## config.mk

```make
export PLATFORM = sky130hd
export DESIGN_NAME = fetch_decode
export DESIGN_NICKNAME = d
export VERILOG_FILES = /design/src/rtl/proc_pkg.sv /design/src/rtl/inst_fields.sv /design/src/rtl/fetch_decode.sv
export SDC_FILE = /design/constraint.sdc
export NUM_CORES = 1
export LEC_CHECK = 0
export CORE_MARGIN = 2
export CORE_UTILIZATION = 44
export DETAILED_ROUTE_END_ITERATION = 7
export PLACE_DENSITY = 0.93
export SLEW_MARGIN = 10
export SYNTH_ARGS = -nofsm -noshare
export SYNTH_HDL_FRONTEND = slang
export SYNTH_SLANG_ARGS = --single-unit
```

## constraint.sdc

```tcl
create_clock -name clk -period 5.5 [get_ports clk]
set_input_delay 0.55 -clock clk [delete_from_list [all_inputs] [get_ports clk]]
set_output_delay 0.55 -clock clk [all_outputs]
set_load 0.01 [all_outputs]
```

## src/rtl/proc_pkg.sv

```systemverilog
// Shared definitions for the fetch/decode front end: opcodes, instruction
// field positions, FSM state encoding and default widths.
package proc_pkg;

  localparam int PC_W_DEF   = 4;
  localparam int INST_W_DEF = 16;

  localparam int OP_MSB  = 15;
  localparam int OP_LSB  = 12;
  localparam int RD_MSB  = 11;
  localparam int RD_LSB  = 9;
  localparam int RS_MSB  = 8;
  localparam int RS_LSB  = 6;
  localparam int IMM_MSB = 8;
  localparam int IMM_LSB = 0;
  localparam int TGT_MSB = 11;
  localparam int TGT_LSB = 8;

  localparam logic [3:0] OP_NOP  = 4'h0;
  localparam logic [3:0] OP_LOAD = 4'h1;
  localparam logic [3:0] OP_ADD  = 4'h2;
  localparam logic [3:0] OP_SUB  = 4'h3;
  localparam logic [3:0] OP_JMP  = 4'h8;
  localparam logic [3:0] OP_ADDI = 4'hA;
  localparam logic [3:0] OP_SUBI = 4'hB;
  localparam logic [3:0] OP_BR   = 4'hC;
  localparam logic [3:0] OP_MOV  = 4'hE;
  localparam logic [3:0] OP_OUT  = 4'hF;

  typedef enum logic [1:0] {
    ST_FETCH  = 2'd0,
    ST_DECODE = 2'd1,
    ST_ISSUE  = 2'd2,
    ST_HALT   = 2'd3
  } state_t;

  function automatic logic op_defined(input logic [3:0] op);
    case (op)
      OP_NOP, OP_LOAD, OP_ADD, OP_SUB, OP_JMP,
      OP_ADDI, OP_SUBI, OP_BR, OP_MOV, OP_OUT: op_defined = 1'b1;
      default:                                 op_defined = 1'b0;
    endcase
  endfunction

endpackage

```

## src/rtl/inst_fields.sv

```systemverilog
// Combinational instruction field extraction and classification of the
// opcodes that the fetch unit resolves by itself.
import proc_pkg::*;

module inst_fields #(
  parameter int PC_W   = PC_W_DEF,
  parameter int INST_W = INST_W_DEF
) (
  input  logic [INST_W-1:0] ir,
  output logic [3:0]        op,
  output logic [2:0]        rd,
  output logic [2:0]        rs,
  output logic [8:0]        imm,
  output logic [PC_W-1:0]   target,
  output logic              is_nop,
  output logic              is_jmp,
  output logic              is_br,
  output logic              is_undef
);

  assign op     = ir[OP_MSB:OP_LSB];
  assign rd     = ir[RD_MSB:RD_LSB];
  assign rs     = ir[RS_MSB:RS_LSB];
  assign imm    = ir[IMM_MSB:IMM_LSB];
  assign target = PC_W'(ir[TGT_MSB:TGT_LSB]);

  assign is_nop   = (op == OP_NOP);
  assign is_jmp   = (op == OP_JMP);
  assign is_br    = (op == OP_BR);
  assign is_undef = !op_defined(op);

endmodule

```

## src/rtl/fetch_decode.sv

```systemverilog
// Instruction fetch/decode unit: owns the PC, resolves nop/jmp/br locally and
// issues other instructions over valid/ready. Option: FETCH_ILLEGAL_TRAP_EN.
import proc_pkg::*;

module fetch_decode #(
  parameter int PC_W   = PC_W_DEF,
  parameter int INST_W = INST_W_DEF
) (
  input  logic              clk,
  input  logic              rst,
  input  logic              run,
  output logic [PC_W-1:0]   rom_addr,
  input  logic [INST_W-1:0] rom_inst,
  input  logic              zero_flag,
  output logic              dec_valid,
  input  logic              dec_ready,
  output logic [3:0]        dec_op,
  output logic [2:0]        dec_rd,
  output logic [2:0]        dec_rs,
  output logic [8:0]        dec_imm,
  output logic [PC_W-1:0]   dec_pc
`ifdef FETCH_ILLEGAL_TRAP_EN
  ,
  output logic              illegal
`endif
);

  state_t              state_q, state_d;
  logic [PC_W-1:0]     pc_q, pc_d;
  logic [INST_W-1:0]   ir_q, ir_d;
  logic [PC_W-1:0]     pc_inc;
  logic [PC_W-1:0]     f_target;
  logic                f_is_nop, f_is_jmp, f_is_br, f_is_undef;

  inst_fields #(
    .PC_W   (PC_W),
    .INST_W (INST_W)
  ) u_fields (
    .ir       (ir_q),
    .op       (dec_op),
    .rd       (dec_rd),
    .rs       (dec_rs),
    .imm      (dec_imm),
    .target   (f_target),
    .is_nop   (f_is_nop),
    .is_jmp   (f_is_jmp),
    .is_br    (f_is_br),
    .is_undef (f_is_undef)
  );

  assign pc_inc   = pc_q + PC_W'(1);
  assign rom_addr = pc_q;
  assign dec_pc   = pc_q;

  always_ff @(posedge clk or posedge rst) begin
    if (rst) begin
      state_q <= ST_FETCH;
      pc_q    <= '0;
      ir_q    <= '0;
    end else begin
      state_q <= state_d;
      pc_q    <= pc_d;
      ir_q    <= ir_d;
    end
  end

  always_comb begin
    state_d   = state_q;
    pc_d      = pc_q;
    ir_d      = ir_q;
    dec_valid = 1'b0;
`ifdef FETCH_ILLEGAL_TRAP_EN
    illegal   = 1'b0;
`endif
    case (state_q)
      ST_FETCH: begin
        if (run) begin
          ir_d    = rom_inst;
          state_d = ST_DECODE;
        end
      end
      ST_DECODE: begin
        state_d = ST_FETCH;
        if (f_is_jmp) begin
          pc_d = f_target;
        end else if (f_is_br) begin
          pc_d = zero_flag ? f_target : pc_inc;
`ifdef FETCH_ILLEGAL_TRAP_EN
        end else if (f_is_undef) begin
          // PC stays on the offending word so it can be inspected after the trap
          illegal = 1'b1;
          state_d = ST_HALT;
        end else if (f_is_nop) begin
          pc_d = pc_inc;
`else
        end else if (f_is_nop || f_is_undef) begin
          pc_d = pc_inc;
`endif
        end else begin
          state_d = ST_ISSUE;
        end
      end
      ST_ISSUE: begin
        dec_valid = 1'b1;
        if (dec_ready) begin
          pc_d    = pc_inc;
          state_d = ST_FETCH;
        end
      end
`ifdef FETCH_ILLEGAL_TRAP_EN
      ST_HALT: state_d = ST_HALT;
`endif
      default: state_d = ST_FETCH;
    endcase
  end

endmodule

```

======== Word-level counts from Yosys, hierarchy flattened ========
Memory sizes are Yosys's and may differ from the RTL's.
Index checks and enable logic that the tools add are counted.
W data, S select, Z words.
storage, ports and cells
  register bits ........................... 22
  ROM bits ................................ 16
  output and inout bits ................... 28
  logic and storage cells ................. 33
  memories ................................ 1
cells by class
  add/subtract/negate cells ............... 1
  equal/unequal tests ..................... 7
  multiplexer cells ....................... 13
  reductions and logical operators ........ 8
memory list
  name             words  bits a word  read ports  clocked after Yosys merged registers in  wr ports  RTL line        text
  (no name shown)  16     1            1           0                                        0         proc_pkg.sv:38  case (op)
operator list
  operator               count
  $mux W4                5
  $mux W2                5
  $eq A4 B4 Y1 const B   2
  $pmux W4 S2            1
  $pmux W2 S3            1
  $add A4 B1 Y4 const B  1
  $logic_not A4 Y1       1
  $ne A2 B2 Y1 const B   2
  $ne A4 B4 Y1 const B   1
  $reduce_and A2 Y1      2
  $reduce_and A3 Y1      1
  $eq A2 B1 Y1 const B   1
  $eq A2 B2 Y1 const B   1
  $logic_not A2 Y1       1
  $reduce_bool A2 Y1     1
  $logic_not A1 Y1       1
  $logic_or A1 B1 Y1     1
  $mux W1                1

======== Logic depth before layout (Yosys ltp) ========
Gate-level depths: netlist of the first run.
An unclocked memory read counts as a cell.
  depth in word-level cells ............... 7
  depth in mapped cells ................... 6
  gate-level depth less buffers ........... 6

======== By module ========
Synthesis of the first run repeated with hierarchy kept, for this count alone.
second synthesis, totals
  cell total of the unflattened synthesis .. 111
  area, all modules ....................... 1265.0 um^2
modules (own cells, without submodules)
  module        instances  cells each  area an instance (um^2)
  fetch_decode  1          81          1034.7
  inst_fields   1          30          230.2

======== Least setup slack after synthesis of the first run ========
Ideal clock, no wire load.
  path kind ............................... reg2reg
  start ................................... reg state_q[0]
  end ..................................... reg pc_q[1], in the netlist dec_pc[1]
  data arrival time ....................... 1.712 ns
  slack ................................... 3.663 ns
  stages on the path, launching flop included .. 7
  buffers on the path ..................... 0
  cell sequence ........................... dfrtp_1 inv_1 ha_1 nor4b_4 and2_4 mux2_1 mux2_4
between the ends
  cells in the longest elaborated chain, start to end .. 3
  elaborated cells on any way between the ends .. 7
ends and longest elaborated chain
  element                                                RTL line            text
  from (decl)                                            fetch_decode.sv:28  state_t state_q, state_d;
  from (signal assigned)                                 fetch_decode.sv:61  state_q <= state_d;
  $eq A2 B1 Y1 or $eq A2 B2 Y1 (tied branches)           fetch_decode.sv:75  case (state_q)
  $ne A4 B4 Y1 (no source line) (tied with other cells)  n/a
  $reduce_and A3 Y1 (no source line)                     n/a
  to (signal assigned)                                   fetch_decode.sv:62  pc_q <= pc_d;
  to (decl)                                              fetch_decode.sv:29  logic [PC_W-1:0] pc_q, pc_d;
Several ways; a longest one is shown, not always the timed one.
A chain may end at the register's enable or synchronous reset.

======== Worst setup path in the final report of the first run ========
  start ................................... reg state_q[0]
  end ..................................... out dec_valid
between the ends
  cells in the longest elaborated chain, start to end .. 2
ends and longest elaborated chain
  element       RTL line            text
  $eq A2 B2 Y1  fetch_decode.sv:75
  $mux W1       fetch_decode.sv:75
  to (decl)     fetch_decode.sv:15  output logic dec_valid,
Every way passes these cells.

==> results.yml, run 1 <==
global_routing:
  grt_pass1_vias: 771
  grt_util_all_layers: 0.170
  grt_max_degree: 23
  antenna_found_initial: 0
  grt_pass1_wl_um: 3590
  overflow: 0
logic_synthesis:
  synth_top_area_frac: 0.496
  syn_area_per_cell_um2: 12.9
  synth_cells: 86
  yosysWarnings: 0
  synth_top_cell_by_area: "dfrtp_1"
  netlist_area_um2: 1110
  yosysSeqAreaShare: 0.496
  synth.distinct_cells: 26
  synth-seq-cells: 22
  synth.area.top_cells: "dfrtp_1, mux2_2, ha_1, buf_4, nor4b_4"
  synth_nets: 112
die:
  fp.dieH_um: 54.2
  die_x_um: 54.2
  dieArea_um2: 2940
  coreArea_um2: 2430
  io_pins: 49
  num_rows: 18
  initial_core_util: 0.456
power:
  p_comb_frac: 0.562
  power_density_nw_per_um2: 576
  clockPowerShare: 0.093
  p_leak_nw: 0.691
  intPower_mw: 0.601
  p_sw_mw: 0.324
  p_seq_frac: 0.345
  swShare: 0.350
  ir_worst_vdd_uv: 331
sta:
  slew_headroom: 0.470
  worst_pin_slew_ns: 0.794
  timing.setup.tns_ns: 0
  maxSlewViolCount: 0
  timing.final.crit_share: 0.396
  timing.fmax_mhz: 460
  hold_slack_ns: 0.522
  clock_skew_ns: 0.00699
  min_period_ns: 2.18
  rsz0062_at_grt: "false"
  hold_viol: 0
  final-setup-viol-count: 0
hold_path:
  hold_path.class: "flop to flop"
  hp-start: "ir_q[0]"
cts:
  clkSinkCount: 22
  root_buffer: "clkbuf_4"
  cts_max_level: 1
  clkTransAtPathRegs_ns: 0.11
  post_cts_buffers: 0
  postCtsHoldBufs: 0
  cts_tree: "built"
  insertion_delay_ns: 0.30
  cts_resized: 0
  cts_buffers: 3
  clk_path_buf_depth: 2
flow_run:
  drv_cap: 0
final_layout:
  layout_commonest_cell: "clkdlybuf4s50_1"
  insertedDiodeCount: 0
  nets: 157
  syn_to_final_growth_pct: 44.8
  final_cell_mix: "clkdlybuf4s50_1, dfrtp_1, mux2_2, inv_1, ha_1"
  drive_gt1_frac: 0.192
routing:
  drt_iter0_drc: 9
  post_drt_via_cell_ratio: 5.05
  wl_per_cell_um: 13.9
  vias: 808
  drc: 0
  routed_wl_um: 2230
  first_pass_iters: 4
  ant_nets: 0
critical_path:
  r2r_slack_ns: 3.55
  crit_start: "state_q[0]"
  r2r_start: "state_q[0]"
  worstPathArrival_ns: 1.63
  path_class: "flop to output pin"
  worstPathRequired_ns: 4.95
  cp-start-kind: "flop"
  cp_max_fo: 4
  end_kind: "output pin"
outcome:
  status: "completed"
place:
  io_buffers: 48
  gp_congestion: 0.791
  dp_hpwl_um: 1800
==> layer usage <==
metal,GRT usage,share of wire,vias up
met5,0,0,-
met4,0.0500,0.0049,0
met3,0.0273,0.046,2
met2,0.303,0.53,23
met1,0.211,0.42,398
li1,-,-,385
==> power by group through the flow <==
stage	Combinational (mW)	Clock, mW	Sequential (mW)
floorplan	0.268	0	0.345
global placement	0.507	0	0.314
detailed placement	0.526	0	0.323
CTS	0.527	0.0874	0.319
global route	0.565	0.0965	0.332
finish	0.519	0.0859	0.320
==> final timing paths <==
check | depth (start not counted) | to
worst min register to register | 1 | ir_q[0]
max in group asynchronous | 2 | ir_q[13]
worst max register to register | 6 | dec_pc[1]
min in group asynchronous | 2 | ir_q[1]
worst min-delay path | 1 | ir_q[0]
worst max-delay path | 3 | dec_valid
==> kinds of logic after synthesis <==
| logic type | synth area share |
|---|---|
| AO/OA/AOI/OAI | 0.0812 |
| multiplexers | 0.204 |
| AND/OR/NAND/NOR | 0.0902 |
| flip-flops | 0.496 |
| buffers and inverters | 0.0721 |
| adder cells (fa/ha/maj) | 0.0564 |
==> cells in the mapped netlist <==
library cell / number
nor2b_1: 2
nand3_1: 1
nand3_2: 1
nand2_1: 3
a21boi_0: 1
mux2_2: 16
o221ai_2: 1
o2111ai_1: 2
a21oi_1: 2
mux2_4: 1
nor4b_4: 1
mux2_1: 1
and3_1: 1
and2_4: 1
dfrtp_1: 22
o31ai_1: 1
a41o_1: 1
buf_2: 1
ha_1: 5
o21ai_0: 1
nor2_1: 1
inv_1: 6
o2bb2ai_1: 2
nand2b_1: 3
buf_4: 7
mux2i_1: 2
==> state kept, by name (all words and copies together) (netlist names) <==
register,cells
ir_q,16
dec_pc,4
state_q,2
==> final cells by class <==
cell class                      instances  area, µm²
Multi-Input combinational cell         50        479
Fill cell                             199        826
Tap cell                               30       37.5
Inverter                                6       22.5
Timing Repair Buffer                   48        480
Sequential cell                        22        551
Clock buffer                            4       36.3
==> critical path, stage by stage, from the launching register on <==
cell and delay (ns):
dfrtp_1 0.40, inv_1 0.12, ha_1 0.25, clkdlybuf4s50_1 0.56
==> stage by stage <==
| stage | util | instance area (µm²) | instances | total power, mW | setup WS [ns] |
|---|---|---|---|---|---|
| CTS | 0.660 | 1610 | 160 | 0.934 | 3.30 |
| finish | 0.660 | 1610 | 160 | 0.925 | 3.32 |
| global route | 0.660 | 1610 | 160 | 0.993 | 3.22 |
| floorplan | - | 1110 | 86 | 0.613 | 3.66 |
| detailed placement | 0.646 | 1570 | 156 | 0.849 | 3.44 |
| global placement | 0.646 | 1570 | 156 | 0.822 | 3.48 |
Power figures use the tool's default switching activity.
==> inputs of run 2 (changes only) <==
- CORE_UTILIZATION: 44 -> 37
- PLACE_DENSITY: 0.93 -> 0.84
- clock period: 5.5 -> 1.8 ns (I/O delays scaled with it)
==> run 2 against run 1 <==
  * The run now ends with design-rule violations left
  * Hold slack worse by 0.40 ns
  * Highest routed layer unchanged
  * Largest cell class unchanged
  * Clock skew is 0.0039 ns lower
  * Utilization decreased by 6.8 points
  * Sequential share of layout area decreased by 1.2 points
==> results.yml, run 2 (synthesized netlist as in run 1, its figures left out) <==
critical_path:
  r2r_start: "state_q[0]"
  worstPathArrival_ns: 1.98
  cp-start-kind: "flop"
  worstPathRequired_ns: 2.02
  crit_start: "state_q[0]"
  cp_max_fo: 4
  path_class: "flop to flop"
  end_kind: "flop"
power:
  ir_worst_vdd_uv: 1110
  totalPowerFinal_mw: 2.93
  power_density_nw_per_um2: 1760
  p_leak_nw: 0.737
final_layout:
  nets: 162
  layout_commonest_cell: "clkdlybuf4s50_1"
  top_register: "ir_q"
  final_util: 0.593
  final_cell_mix: "clkdlybuf4s50_1, dfrtp_1, mux2_2, inv_1"
  drive_gt1_frac: 0.230
  insertedDiodeCount: 0
  largest_reg_flops: 16
  syn_to_final_growth_pct: 49.8
hold_path:
  hold_path.class: "primary input to async pin"
place:
  gp_congestion: 0.973
  io_buffers: 48
  dp_slack_ns: 0.0289
  dp_hpwl_um: 1880
global_routing:
  grt_max_degree: 17
  grt_pass1_wl_um: 3930
  grt_util_all_layers: 0.155
  grt_pass1_vias: 915
  antenna_found_initial: 0
  overflow: 0
cts:
  clk_path_buf_depth: 2
  insertion_delay_ns: 0.32
  root_buffer: "clkbuf_4"
  clkSinkCount: 22
  cts_tree: "built"
  postCtsHoldBufs: 0
  cts_buffers: 3
  clkTransAtPathRegs_ns: 0.11
  cts_max_level: 1
routing:
  ant_nets: 0
  drt_iter0_drc: 5
  drc: 1
  first_pass_iters: 5
  vias: 858
  wl_per_cell_um: 14.4
  post_drt_via_cell_ratio: 5.17
  routed_wl_um: 2390
flow_run:
  drv_cap: 0
sta:
  rsz0062_at_grt: "true"
  final-setup-viol-count: 0
  timing.fmax_mhz: 568
  worst_pin_slew_ns: 0.379
  min_period_ns: 1.76
  hold_slack_ns: 0.125
  clock_skew_ns: 0.00308
  maxSlewViolCount: 0
  timing.final.crit_share: 0.977
  hold_viol: 0
  setup_ws_ns: 0.0408
  slew_headroom: 0.747
outcome:
  status: "complete, but fails checks"
  violations: "design-rule violations"
die:
  io_pins: 49
  die_x_um: 58.8
  dieArea_um2: 3450
  initial_core_util: 0.396
  num_rows: 19
  fp.dieH_um: 58.8
  coreArea_um2: 2810
-- run 2: final cells by class --
class                      count  area, µm²
sequential                    22        551
fill                         218       1140
timing repair buffer          53        533
tap                           31       38.8
inverter                       6       22.5
clock buffer                   4       36.3
multi-input combinational     50        482
-- run 2: timing repair --
item,in CTS,in global routing
buffers inserted,0,1
gates resized for setup,0,1
setup endpoints to repair,0,2
-- run 2: per-stage QoR --
step / setup TNS [ns] / cell area, µm² / instances
floorplan: 0 / 1110 / 86
global placement: 0 / 1620 / 161
detailed placement: 0 / 1620 / 161
CTS: 0 / 1650 / 165
global route: -0.0123 / 1660 / 166
finish: 0 / 1660 / 166
-- run 2: per-layer routing --
metal,global-route usage,up-vias,wire length [µm]
li1,-,393,-
met1,0.169,418,955
met2,0.262,40,1210
met3,0.0396,7,163
met4,0.104,0,67
met5,0,-,0
-- run 2: worst max-delay path: stages, from the launching register on --
cell and delay (ns):
dfrtp_1 0.36, inv_1 0.06, ha_2 0.21, nor4b_4 0.24, and2_4 0.21, mux2_1 0.32
mux2_4 0.26
-- run 2: final timing paths --
path	end	slack, ns	cells after the start
worst max-delay path	dec_pc[1]	0.04	6
worst min-delay path	ir_q[11]	0.12	2
worst max register to register	dec_pc[1]	0.04	6
worst min register to register	ir_q[0]	0.52	1
max in group asynchronous	ir_q[12]	1.17	3
min in group clk	ir_q[8]	0.47	2
-- run 2: power breakdown --
group | switching (mW) | internal [mW] | total (mW)
combinational | 0.649 | 1.03 | 1.68
sequential | 0.233 | 0.745 | 0.978
clock | 0.149 | 0.124 | 0.273
total | 1.03 | 1.90 | 2.93
==> inputs of run 3 (changes only) <==
- SLEW_MARGIN: 10 -> 25
==> results of run 3 <==
The final DEF is identical to that of run 2; final timing and power are the same.
